## config.mk

```make
export PLATFORM = sky130hd
export DESIGN_NAME = eeprom_ctrl
export DESIGN_NICKNAME = d
export VERILOG_FILES = /design/src/rtl/eeprom_ctrl.sv
export SDC_FILE = /design/constraint.sdc
export NUM_CORES = 1
export LEC_CHECK = 0
export BUFFER_PORTS_ARGS = -buffer_cell sky130_fd_sc_hd__buf_2
export CELL_PAD_IN_SITES_DETAIL_PLACEMENT = 1
export CELL_PAD_IN_SITES_GLOBAL_PLACEMENT = 1
export CORE_MARGIN = 2
export CORE_UTILIZATION = 24
export DETAILED_ROUTE_END_ITERATION = 10
export PLACE_DENSITY_LB_ADDON = 0.1
export SLEW_MARGIN = 20
export SYNTH_ARGS = -nofsm -noshare
export SYNTH_HDL_FRONTEND = slang
export SYNTH_SLANG_ARGS = --single-unit
```

## constraint.sdc

```tcl
create_clock -name clk -period 5 [get_ports clk]
set_clock_uncertainty 0.15 [all_clocks]
set_input_delay 0.5 -clock clk [delete_from_list [all_inputs] [get_ports clk]]
set_output_delay 0.5 -clock clk [all_outputs]
set_load 0.05 [all_outputs]
```

## src/rtl/eeprom_ctrl.sv

```systemverilog
// Command sequencer for a 93C46-style SPI master: turns byte read/write requests into EWEN/WRITE/READ.
// Optional build macro EEPROM_EWEN_CACHE_EN skips EWEN once it has succeeded since reset or err.
module eeprom_ctrl #(
    parameter int unsigned TIMEOUT = 1500000
) (
    input  logic       clk,
    input  logic       rst_n,
    input  logic       wr_req,
    input  logic       rd_req,
    input  logic [6:0] usr_addr,
    input  logic [7:0] usr_wdata,
    output logic       busy,
    output logic [7:0] usr_rdata,
    output logic       usr_rdata_vld,
    output logic       usr_done,
    output logic       err,
    output logic       spi_start,
    output logic [1:0] spi_mode,
    output logic [6:0] spi_addr,
    output logic [7:0] spi_wdata,
    input  logic       spi_rdy,
    input  logic [7:0] spi_rdata,
    input  logic       spi_rdata_vld
);

    localparam int unsigned CW = (TIMEOUT > 1) ? $clog2(TIMEOUT) : 1;
    localparam logic [CW-1:0] TO_LAST = CW'(TIMEOUT - 1);

    localparam logic [1:0] MODE_EWEN  = 2'b00;
    localparam logic [1:0] MODE_WRITE = 2'b01;
    localparam logic [1:0] MODE_READ  = 2'b10;

    typedef enum logic [2:0] {
        StIdle,
        StEwenReq,
        StEwenWait,
        StWrReq,
        StWrWait,
        StRdReq,
        StRdWait
    } state_e;

    state_e        state;
    logic [CW-1:0] to_cnt;
    logic          seen_busy;
    logic [6:0]    addr_q;
    logic [7:0]    wdata_q;
    logic [7:0]    rd_buf;
`ifdef EEPROM_EWEN_CACHE_EN
    logic          ewen_done;
`endif

    logic in_req;
    logic in_wait;
    logic timed_out;
    logic cmd_done;

    always_comb begin
        in_req    = (state == StEwenReq) || (state == StWrReq) || (state == StRdReq);
        in_wait   = (state == StEwenWait) || (state == StWrWait) || (state == StRdWait);
        timed_out = (in_req || in_wait) && (to_cnt == TO_LAST);
        // rdy lags start by a cycle, so completion needs a busy phase seen first
        cmd_done  = in_wait && spi_rdy && seen_busy;
    end

    always_ff @(posedge clk) begin
        if (!rst_n) begin
            state         <= StIdle;
            to_cnt        <= '0;
            seen_busy     <= 1'b0;
            addr_q        <= '0;
            wdata_q       <= '0;
            rd_buf        <= '0;
            busy          <= 1'b0;
            usr_rdata     <= '0;
            usr_rdata_vld <= 1'b0;
            usr_done      <= 1'b0;
            err           <= 1'b0;
            spi_start     <= 1'b0;
            spi_mode      <= '0;
            spi_addr      <= '0;
            spi_wdata     <= '0;
`ifdef EEPROM_EWEN_CACHE_EN
            ewen_done     <= 1'b0;
`endif
        end else begin
            spi_start     <= 1'b0;
            usr_done      <= 1'b0;
            usr_rdata_vld <= 1'b0;
            err           <= 1'b0;

            if (in_req || in_wait) begin
                to_cnt <= to_cnt + 1'b1;
            end

            if (timed_out) begin
                state     <= StIdle;
                busy      <= 1'b0;
                err       <= 1'b1;
                seen_busy <= 1'b0;
`ifdef EEPROM_EWEN_CACHE_EN
                ewen_done <= 1'b0;
`endif
            end else begin
                unique case (state)
                    StIdle: begin
                        if (wr_req) begin
                            addr_q  <= usr_addr;
                            wdata_q <= usr_wdata;
                            busy    <= 1'b1;
                            to_cnt  <= '0;
`ifdef EEPROM_EWEN_CACHE_EN
                            state   <= ewen_done ? StWrReq : StEwenReq;
`else
                            state   <= StEwenReq;
`endif
                        end else if (rd_req) begin
                            addr_q <= usr_addr;
                            busy   <= 1'b1;
                            to_cnt <= '0;
                            state  <= StRdReq;
                        end
                    end

                    StEwenReq: begin
                        if (spi_rdy) begin
                            spi_start <= 1'b1;
                            spi_mode  <= MODE_EWEN;
                            spi_addr  <= '0;
                            spi_wdata <= '0;
                            seen_busy <= 1'b0;
                            state     <= StEwenWait;
                        end
                    end

                    StEwenWait: begin
                        if (!spi_rdy) begin
                            seen_busy <= 1'b1;
                        end
                        if (cmd_done) begin
                            seen_busy <= 1'b0;
                            to_cnt    <= '0;
                            state     <= StWrReq;
`ifdef EEPROM_EWEN_CACHE_EN
                            ewen_done <= 1'b1;
`endif
                        end
                    end

                    StWrReq: begin
                        if (spi_rdy) begin
                            spi_start <= 1'b1;
                            spi_mode  <= MODE_WRITE;
                            spi_addr  <= addr_q;
                            spi_wdata <= wdata_q;
                            seen_busy <= 1'b0;
                            state     <= StWrWait;
                        end
                    end

                    StWrWait: begin
                        if (!spi_rdy) begin
                            seen_busy <= 1'b1;
                        end
                        if (cmd_done) begin
                            seen_busy <= 1'b0;
                            busy      <= 1'b0;
                            usr_done  <= 1'b1;
                            state     <= StIdle;
                        end
                    end

                    StRdReq: begin
                        if (spi_rdy) begin
                            spi_start <= 1'b1;
                            spi_mode  <= MODE_READ;
                            spi_addr  <= addr_q;
                            spi_wdata <= '0;
                            seen_busy <= 1'b0;
                            state     <= StRdWait;
                        end
                    end

                    StRdWait: begin
                        if (!spi_rdy) begin
                            seen_busy <= 1'b1;
                        end
                        if (spi_rdata_vld) begin
                            rd_buf <= spi_rdata;
                        end
                        if (cmd_done) begin
                            // data may arrive in the same cycle as the rdy rise
                            usr_rdata     <= spi_rdata_vld ? spi_rdata : rd_buf;
                            usr_rdata_vld <= 1'b1;
                            usr_done      <= 1'b1;
                            seen_busy     <= 1'b0;
                            busy          <= 1'b0;
                            state         <= StIdle;
                        end
                    end

                    default: begin
                        state <= StIdle;
                        busy  <= 1'b0;
                    end
                endcase
            end
        end
    end

endmodule

```

==> reports/results.ini <==
[layout]
design_area_mm2 = 0.00409
nets = 462
syn2layout_area_growth_pct = 21.3
drive_above_1_share_pct = 20.8
final_cells = 617
final_util_pct = 29.6
antenna_cells = 0

[critical_path]
cp_cell_sequence = and3_1 > nor4_1 > and2_1 > nor3b_4 > mux2i_1
critical_path_class = flop to flop
r2r-end = spi_wdata[1]$_SDFFE_PN0P_
cp-start-kind = flop
slowest_delay_ps = 850
critPathSlowestCell = nor3b_4
r2r-start = state[0]$_SDFFE_PP0P_
reg2reg_depth = 5
critical_path_arrival_ps = 2980
regToRegSetupSlack_ps = 2140
cp_num_buf_inv = 0
crit_family = simple AND/OR/NAND/NOR gates
path_max_fanout = 18
end_kind = flop
crit_required_ps = 5110

[logic_synthesis]
yosysUniqueCellTypes = 45
syn_nets = 416
synth_top_family_by_area = simple AND/OR/NAND/NOR gates
yosysWarnings = 0
yosys.area_share.xor_xnor_pct = 5.45
synth_top_cell_by_area = dfxtp_1
syn_area_mm2 = 0.00337
ys_ff_latch = 78
ys_seq_area_share_pct = 46.3
synth_edf_count = 0
synthSimpleGateAreaFrac_pct = 25.3
synth_compound_area_share_pct = 6.82
yosys-top-cells-count = nand2_1, dfxtp_1, nor2_1
async_reset_ff_share_pct = 0
yosysTopAreaCellShare_pct = 46.3
synth-adder-area-share_pct = 0.371
netlist_instances = 386
synth.area.mux_share_pct = 11.5
avgSynthCellArea_um2 = 8.74
yosysMostFrequentCell = nand2_1
synth_top_flop_cell = dfxtp_1
synth.area.top_cells = dfxtp_1, mux2i_1, nand2_1

[route]
postRouteAntennaNets = 0
drc_errors = 0
drt_iter0_drc = 111
wl_per_cell_um = 14.1
wl_um = 8680
dr.pass1.iters = 4
via_per_inst = 4.46
num_vias = 2754

[sta]
setup_tns_ps = 0
setup_viol = 0
hold_slack_ps = 246
period_share_pct = 57.3
relSlewSlack_pct = 33.7
hold_viol_final = 0
max_freq_mhz = 349
post-route-min-period_ps = 2860
tightestPinTransition_ps = 993
slew_violations = 0
rsz0062_at_grt = false

[grt]
grt_pass1_wl_um = 14300
grt-ovfl-total = 0
grt_max_degree = 49
grt_usage_pct = 12.5
grt_pass1_vias = 2909
grt_antenna_before_repair = 1

[placed_design]
placed_area_mm2 = 0.00378
port_buffers = 58
hpwl_um = 6110
dpl.cell_count = 601
gp_congestion = 0.720

[status]
outcome = finished clean

[floorplan]
initial_utilization_pct = 24.4
ioPinCount = 59
fp.dieW_um = 123
fp-row-count = 43
die-area_mm2 = 0.0150
core_area_mm2 = 0.0138
die_height_um = 123

[clock_tree]
cts.clk_slew.worst_paths_ps = 60
clk_latency_ps = 340
cts_sinks = 78
post_cts_buffers = 0
h-tree-depth = 3
cts_tree = yes
cts_root_buf = clkbuf_16
numCtsBuffers = 9
cts_hold_buf = 0
ctsResizeCount = 0
cts_max_path_buffers = 2

[worst_hold_path]
min_path_cells = 3
min_to = wdata_q[5]$_SDFFE_PN0P_
min_from = usr_wdata[5]
hold_path_class = input port to flop

[pwr]
irDropWorstVdd_mv = 0.179
p_per_area_mw_per_mm2 = 374
p_leak_nw = 1.61

[job]
cap_viol_max_count = 0

## layout by cell type, fill, tap and decap left out, types with 3 or more instances in the layout
cell type  synthesis  final
nor2_1            41     41
clkinv_2           0      3
and2_1             3      3
mux2i_1           33     33
a21oi_1           13     13
and3_1             3      3
nand4_1            7      7
o21ai_0            9      8
a211oi_1           4      4
nand2_1           83     83
clkbuf_16          0      9
nor4_1             5      5
mux2_2             5      5
inv_1              4      4
buf_2              4     58
nor3_1             8      8
dfxtp_1           78     78
nand3_1           15     15
xor2_1            13     13
xnor2_1            8      8
## how the worst max path moves through the flow
stage,cells after the start,to,from
finish,5,spi_wdata[1]$_SDFFE_PN0P_,state[0]$_SDFFE_PP0P_
global placement,5,spi_wdata[5]$_SDFFE_PN0P_,state[0]$_SDFFE_PP0P_
floorplan,6,to_cnt[0]$_SDFF_PN0_,spi_rdy
global route,5,spi_wdata[4]$_SDFFE_PN0P_,state[0]$_SDFFE_PP0P_
detailed placement,5,spi_addr[0]$_SDFFE_PN0P_,state[0]$_SDFFE_PP0P_
CTS,5,spi_addr[0]$_SDFFE_PN0P_,state[0]$_SDFFE_PP0P_
## metal layers
metal  GRT usage, %  up-vias  wire length (um)
met5              0        -                 0
met4           3.66        0               102
li1               -     1395                 -
met2           20.3       46              4040
met3           5.25        9               506
met1           15.1     1304              4030
## power breakdown
group          internal (W)  leakage (nW)  switching (W)
Clock              0.000411         0.152       0.000253
Sequential         0.000649         0.632      0.0000291
Combinational     0.0000692         0.822       0.000118
## cell families (layout without fill, tap and decap cells)
kind of cell / after synthesis / after routing
xor+xnor: 21 / 21
buf+inv: 29 / 80
fa+ha+maj: 1 / 1
mux: 38 / 38
compound gates: 36 / 36
simple gates: 183 / 183
flops: 78 / 78
## cell type report
class                           instances  area (um^2)
Clock buffer                           12          256
Clock inverter                          4         45.0
Fill cell                            1634         9730
Inverter                                4         15.0
Multi-Input combinational cell        279         1680
Sequential cell                        78         1560
Tap cell                              180          225
Timing Repair Buffer                   60          305
## flip-flops by register name (all words and copies together), names as in the netlist
signal	count
usr_rdata_vld	1
busy	1
usr_done	1
state	3
rd_buf	8
spi_mode	2
err	1
usr_rdata	8
spi_addr	7
addr_q	7
seen_busy	1
to_cnt	21
spi_start	1
spi_wdata	8
wdata_q	8
## per-stage QoR
step / total power, W / setup slack, ps
6_report: 0.00153 / 2140
5_1_grt: 0.00161 / 1870
4_1_cts: 0.00157 / 2080
3_5_place_dp: 0.000884 / 2120
3_3_place_gp: 0.000882 / 2210
2_1_floorplan: 0.000831 / 2880
## worst min-delay path: cells and delay by family
| family | cells | cell delay, ps |
|---|---|---|
| buffers and inverters | 1 | 90 |
| AO/OA/AOI/OAI | 1 | 50 |
| AND/OR/NAND/NOR | 1 | 40 |
(Power assumes the default switching activity.)
